[src/rtl/ifetch_responder_pkg.sv]
// rtl/ifetch_responder_pkg.sv - shared state encoding and defaults for the fetch responder
package ifetch_responder_pkg;

    localparam int AW_DEF = 16;
    localparam int DW_DEF = 16;
    localparam logic [15:0] RESET_ADDR = 16'h0000;

    typedef enum logic [1:0] {
        IDLE  = 2'b00,
        WAIT  = 2'b01,
        DRAIN = 2'b10
    } state_t;

endpackage

[src/rtl/ifetch_responder_resp_fifo.sv]
// rtl/ifetch_responder_resp_fifo.sv - response FIFO with synchronous flush and occupancy count
module resp_fifo #(
    parameter int DEPTH = 2,
    parameter int W     = 32
) (
    input  logic                     clk,
    input  logic                     rst,
    input  logic                     flush,
    input  logic                     push,
    input  logic [W-1:0]             din,
    input  logic                     pop,
    output logic [W-1:0]             dout,
    output logic                     valid,
    output logic [$clog2(DEPTH):0]   count
);

    localparam int PW = $clog2(DEPTH);
    localparam int CW = PW + 1;
    localparam logic [CW-1:0] FULL = CW'(DEPTH);

    logic [W-1:0]  mem [DEPTH];
    logic [PW-1:0] rd_ptr;
    logic [PW-1:0] wr_ptr;
    logic          do_push;
    logic          do_pop;

    // A pop frees the slot the same edge, so push at full is legal when popping.
    assign do_pop  = pop && (count != '0);
    assign do_push = push && ((count < FULL) || do_pop);

    always_ff @(posedge clk) begin
        if (rst) begin
            rd_ptr <= '0;
            wr_ptr <= '0;
            count  <= '0;
            for (int i = 0; i < DEPTH; i++) begin
                mem[i] <= '0;
            end
        end else if (flush) begin
            rd_ptr <= '0;
            wr_ptr <= '0;
            count  <= '0;
        end else begin
            if (do_push) begin
                mem[wr_ptr] <= din;
                wr_ptr      <= wr_ptr + 1'b1;
            end
            if (do_pop) begin
                rd_ptr <= rd_ptr + 1'b1;
            end
            case ({do_push, do_pop})
                2'b10:   count <= count + 1'b1;
                2'b01:   count <= count - 1'b1;
                default: count <= count;
            endcase
        end
    end

    assign dout  = mem[rd_ptr];
    assign valid = (count != '0);

endmodule

[src/rtl/ifetch_responder.sv]
// rtl/ifetch_responder.sv - fixed-latency instruction fetch responder with buffered responses
module ifetch_responder
    import ifetch_responder_pkg::*;
#(
    parameter int AW    = AW_DEF,
    parameter int DW    = DW_DEF,
    parameter int LAT   = 2,
    parameter int DEPTH = 2
) (
    input  logic          CLK,
    input  logic          RE,
    input  logic          FLUSH,
    input  logic          REQ_VALID,
    input  logic [AW-1:0] REQ_ADDR,
    output logic          REQ_READY,
    output logic          MEM_RD,
    output logic [AW-1:0] MEM_ADDR,
    input  logic [DW-1:0] MEM_DATA,
    output logic          RSP_VALID,
    output logic [AW-1:0] RSP_ADDR,
    output logic [DW-1:0] RSP_DATA,
    input  logic          RSP_READY
);

    localparam int CW = $clog2(DEPTH) + 1;
    localparam logic [CW-1:0] FULL = CW'(DEPTH);

    state_t          state;
    state_t          state_next;
    logic [2:0]      cnt;
    logic [CW-1:0]   fifo_count;
    logic            accept;
    logic            capture;
    logic [AW+DW-1:0] head;

    assign REQ_READY = (state == IDLE) && !FLUSH && !RE && (fifo_count < FULL);
    assign accept    = REQ_VALID && REQ_READY;
    // Counter reaches zero in the cycle the memory word is valid.
    assign capture   = (state == WAIT) && (cnt == 3'd0) && !FLUSH;

    always_comb begin
        state_next = state;
        case (state)
            IDLE: begin
                if (accept) begin
                    state_next = WAIT;
                end
            end
            WAIT: begin
                if (cnt == 3'd0) begin
                    state_next = IDLE;
                end else if (FLUSH) begin
                    state_next = DRAIN;
                end
            end
            DRAIN: begin
                if (cnt == 3'd0) begin
                    state_next = IDLE;
                end
            end
            default: state_next = IDLE;
        endcase
    end

    always_ff @(posedge CLK) begin
        if (RE) begin
            state    <= IDLE;
            cnt      <= 3'd0;
            MEM_RD   <= 1'b0;
            MEM_ADDR <= AW'(RESET_ADDR);
        end else begin
            state  <= state_next;
            MEM_RD <= accept;
            if (accept) begin
                MEM_ADDR <= REQ_ADDR;
                cnt      <= 3'(LAT);
            end else if (cnt != 3'd0) begin
                cnt <= cnt - 1'b1;
            end
        end
    end

    resp_fifo #(
        .DEPTH (DEPTH),
        .W     (AW + DW)
    ) u_fifo (
        .clk   (CLK),
        .rst   (RE),
        .flush (FLUSH),
        .push  (capture),
        .din   ({MEM_ADDR, MEM_DATA}),
        .pop   (RSP_READY),
        .dout  (head),
        .valid (RSP_VALID),
        .count (fifo_count)
    );

    assign RSP_ADDR = head[AW+DW-1:DW];
    assign RSP_DATA = head[DW-1:0];

endmodule
[config.mk]
export PLATFORM = sky130hd
export DESIGN_NAME = ifetch_responder
export DESIGN_NICKNAME = d
export VERILOG_FILES = /design/src/rtl/ifetch_responder_pkg.sv /design/src/rtl/ifetch_responder_resp_fifo.sv /design/src/rtl/ifetch_responder.sv
export SDC_FILE = /design/constraint.sdc
export NUM_CORES = 1
export LEC_CHECK = 0
export CORE_ASPECT_RATIO = 0.6
export CORE_MARGIN = 1
export CORE_UTILIZATION = 54
export CTS_CLUSTER_DIAMETER = 30
export DETAILED_ROUTE_END_ITERATION = 6
export PLACE_DENSITY = 0.85
export SLEW_MARGIN = 20
export SYNTH_ARGS = -nofsm -noshare
export SYNTH_HDL_FRONTEND = slang
export SYNTH_HIERARCHICAL = 1
export SYNTH_SLANG_ARGS = --single-unit
[constraint.sdc]
create_clock -name CLK -period 6.3 [get_ports CLK]
set_input_delay 0.945 -clock CLK [delete_from_list [all_inputs] [get_ports CLK]]
set_output_delay 0.945 -clock CLK [all_outputs]
set_load 0.02 [all_outputs]
=== Yosys cells after proc, flatten, opt, wreduce, memory -nomap -nowiden ===
Memory sizes are Yosys's and may differ from the RTL's. A register that Yosys moved wholly into a read port is not among the register bits.
Index checks and enable logic that the tools add are counted.

* Bits in registers: 26
* Memory bits (writable): 64
* Bits of input ports: 37
* Output and inout port bits: 51
* Word-level logic and storage cells: 62
* Memories kept: 1

* Add/subtract/negate cells: 5
* $lt $le $gt $ge: 1
* Eq/ne operators: 7
* Mux-type cells: 19
* Reductions and logical operators: 21

{| class="wikitable"
|+ Memory list
! memory !! depth !! bits a word !! rd ports !! clocked after Yosys merged registers in !! write ports !! RTL line !! source
|-
| u_fifo.mem || 2 || 32 || 1 || 1 || 2 || ifetch_responder_resp_fifo.sv:21 || <nowiki>logic [W-1:0] mem [DEPTH];</nowiki>
|}

{| class="wikitable"
|+ Operators with widths
! operator !! number
|-
| 32-bit 2-to-1 mux || 1
|-
| 32-bit OR reduction || 1
|-
| 2-bit 2-to-1 mux || 6
|-
| 1-bit 2-to-1 mux || 10
|-
| 1-bit logical AND || 8
|-
| 2-bit one-hot mux with 3 select lines || 1
|-
| 2-bit nonzero test || 3
|-
| 2-bit by 1-bit equality test with 1-bit output (second input constant) || 2
|-
| 2-bit equality test (second input constant) || 2
|-
| 2-bit inequality test (second input constant) || 2
|-
| 2-bit one-hot mux with 2 select lines || 1
|-
| 2-bit OR reduction || 2
|-
| 3-bit logical NOT || 1
|-
| 3-bit by 2-bit inequality test with 1-bit output (second input constant) || 1
|-
| 3-bit AND reduction || 1
|-
| 3-bit nonzero test || 1
|-
| 3-bit by 1-bit subtractor with 3-bit output (second input constant) || 1
|-
| 1-bit adder (second input constant) || 2
|-
| 2-bit by 1-bit adder with 2-bit output (second input constant) || 1
|-
| 1-bit logical NOT || 2
|-
| 2-bit logical NOT || 1
|-
| 2-bit less-than comparator (second input constant) || 1
|-
| 2-bit by 1-bit subtractor with 2-bit output (second input constant) || 1
|-
| 1-bit logical OR || 1
|}

=== Longest topological paths before layout ===
* Word-level depth: 10
* Mapped depth: 8

=== Modules after synthesis ===
Netlist, hierarchy kept.

{| class="wikitable"
|+ Modules (own cells, without submodules)
! module !! instances !! cells each !! area an instance (um^2) !! sequential area each (um^2)
|-
| resp_fifo || 1 || 200 || 3065.4 || 2021.9
|-
| ifetch_responder || 1 || 80 || 879.6 || 440.4
|}

=== Worst setup path before layout ===
No wires, ideal clock.

* Path kind: input-to-output
* From: input port FLUSH
* To: output port REQ_READY
* Data arrival time: 2.271 ns
* Data required time: 5.355 ns
* Slack: 3.084 ns
* Stages: 3
* Buffers on the path: 1
* Path through: nor2_1 clkbuf_1 nor4b_1

* Word-level cells in the longest chain between the ends: 4

{| class="wikitable"
|+ RTL lines
! what !! RTL line !! source
|-
| start, declared || ifetch_responder.sv:12 || <nowiki>input logic FLUSH,</nowiki>
|-
| 1-bit logical NOT || ifetch_responder.sv:36 || <nowiki>assign REQ_READY = (state == IDLE) && !FLUSH && !RE && (fifo_count < FULL);</nowiki>
|-
| 1-bit logical AND (3 in a row) || ifetch_responder.sv:36 ||
|-
| end, declared || ifetch_responder.sv:15 || <nowiki>output logic REQ_READY,</nowiki>
|}

No other way between the ends.

=== Final worst setup path ===
Ends and elaborated chain as after synthesis.

==> flow_summary.json <==
{
  "syn_nets": 318,
  "syn_area_per_cell_um2": 14.1,
  "finalWorstSetupSlack_ns": 2.32,
  "critPathKind": "input pin to primary output",
  "fmax_mhz": 251,
  "final_cell_mix": "clkdlybuf4s50_1, edfxtp_1, and2_1",
  "cp_max_fo": 19,
  "grtUsageTotal_pct": 21.6,
  "period_minus_slack_ns": 3.98,
  "skew_ns": 0.00433,
  "synth.largest_area_cell": "edfxtp_1",
  "gp_congestion": 0.854,
  "num_antenna_cells": 0,
  "cts_tree": "built",
  "clk_latency_ns": 0.34,
  "synth_warnings": 6,
  "ys_types": 42,
  "violations": "design-rule violations",
  "areaGrowthSynthToFinish_pct": 29.6,
  "slew_viol_final": 0,
  "p_leak_nw": 1.92,
  "hpwl_um": 4940,
  "first_global_vias": 2422,
  "hold_buffers": 0,
  "fp.dieH_um": 68.2,
  "fin_crit_sh_pct": 63.2,
  "fin_setup_tns_ns": 0,
  "start_util_pct": 57.4,
  "dieArea_um2": 7660,
  "grt_max_degree": 34,
  "antenna_found_initial": 0,
  "root_buffer": "clkbuf_16",
  "power_frac_seq_pct": 51.1,
  "drtAntennaViolNets": 0,
  "hold_path_class": "register to register",
  "final_nets": 403,
  "layout-drive-gt1-share_pct": 22.2,
  "met1_usage_pct": 27.2,
  "p_int_mw": 1.03,
  "dr.pass1.iters": 7,
  "clock_sinks": 91,
  "dpl.cell_count": 441,
  "final_util_pct": 74.3,
  "power.share.clock_pct": 40.5,
  "cts_setup_buffers": 0,
  "io_pins": 88,
  "synth_top_flop_cell": "edfxtp_1",
  "crit_required_ns": 5.35,
  "cts_repair_resize_count": 0,
  "drt_iter0_markers": 170,
  "rsz0062_at_grt": "no",
  "die_w_um": 112,
  "cts.clk_slew.worst_paths_ns": 0.06,
  "powerDensity_nw_per_um2": 256,
  "io_buffers": 87,
  "grt_overflow": 0,
  "slew-limit-headroom_pct": 44.5,
  "status": "complete, but fails checks",
  "use_met3_pct": 5.31,
  "fin_cells": 457,
  "place_ws_ns": 1.91,
  "switching_share_pct": 21.7,
  "worstPathArrival_ns": 3.03,
  "rows": 23,
  "end_kind": "primary output",
  "wire_per_inst_um": 16.9,
  "synth-async-reset-ratio_pct": 0,
  "clockBufferDepth": 2,
  "p_total_mw": 1.31,
  "remaining_drc_errors": 7,
  "ys_seq_area_share_pct": 62.4,
  "irDropWorstVdd_v": 0.000173,
  "grt.busiest_layer": "met2",
  "synth_edf_count": 64,
  "syn-cell-area_um2": 3950,
  "yosys.area.top_type_share_pct": 48.7,
  "max-cap-violations": 0,
  "cp-start-kind": "input pin",
  "cts_buffers": 9,
  "setup-violations-final": 0,
  "vias_per_cell": 5.34,
  "core-area_um2": 6880,
  "vias": 2440,
  "ys_top_cells_by_area": "edfxtp_1, dfxtp_1, and2_1",
  "syn_inst": 280,
  "mostFrequentLayoutCell": "clkdlybuf4s50_1",
  "use_met2_pct": 37.3,
  "worst_pin_slew_ns": 0.829,
  "switching_power_mw": 0.284,
  "h-tree-depth": 3,
  "ys_seq_elements": 91,
  "grt_pass1_wl_um": 12000,
  "drt_wl_total_um": 7750,
  "finalHoldViolations": 0,
  "pwr-share-comb_pct": 8.4
}
-- cells by family (layout without fill, tap and decap cells) --
group,after synthesis,in the layout,synth area share [%]
buffers and inverters,20,110,3.87
multiplexers,33,33,9.39
AO/OA/AOI/OAI,24,24,4.63
AND/OR/NAND/NOR,108,108,18.7
adder cells (fa/ha/maj),1,1,0.317
flip-flops,91,91,62.4
XOR/XNOR,3,3,0.666
-- registers in the layout (all words and copies together) (netlist names), named ones only --
register and cells:
state 2, MEM_RD 1, u_fifo/rd_ptr 1, cnt 3, MEM_ADDR 16, u_fifo/mem 64
u_fifo/wr_ptr 1, u_fifo/count 2
-- area by class of cell --
cell class              instances  area (um2)
clock buffers                   9         225
repair buffers                 90         893
flip-flops and latches         91        2460
well taps                      87         109
fillers                       461        1760
clock inverters                 7        76.3
multi-input cells             169        1330
inverters                       4        15.0
-- per-layer routing --
metal,vias to the layer above,routed length [um]
met5,-,0
met4,0,94
met3,9,498
met2,80,3820
met1,1175,3330
li1,1176,-
-- worst max-delay path, cell delays in order --
cell and delay, ns:
clkdlybuf4s50_1 0.46, nor2_2 0.58, nor4b_1 0.37, clkdlybuf4s50_1 0.67
-- synth_stat cells, drive strengths merged (4+ instances only) --
cell / count
and2: 64
edfxtp: 64
mux2: 32
dfxtp: 27
and3: 16
a31o: 15
buf: 12
nor2: 5
nand2: 4
or2: 4
-- power groups by stage --
stage	Sequential (mW)	Combinational [mW]	Clock (mW)
CTS	0.670	0.111	0.540
floorplan	0.686	0.0456	0
global route	0.672	0.116	0.561
finish	0.670	0.110	0.531
detailed placement	0.683	0.109	0
global placement	0.681	0.108	0
-- path summary, 6_finish.rpt --
| kind | startpoint | end | slack (ns) | depth (start not counted) |
|---|---|---|---|---|
| setup / recovery | FLUSH | REQ_READY | 2.32 | 4 |
| hold / removal | cnt[0] | cnt[0] | 0.48 | 1 |
| setup reg to reg | state[1] | u_fifo/mem[1][31] | 3.30 | 6 |
| hold reg to reg | cnt[0] | cnt[0] | 0.48 | 1 |
-- stage by stage --
stage	hold slack, ns	instance area, um2
after floorplan	0.446	3950
after global placement	0.456	4810
after detailed placement	0.468	4810
after CTS	0.478	5110
after global routing	0.519	5110
final	0.484	5110
Note: power is estimated with default switching activity, not from simulation.
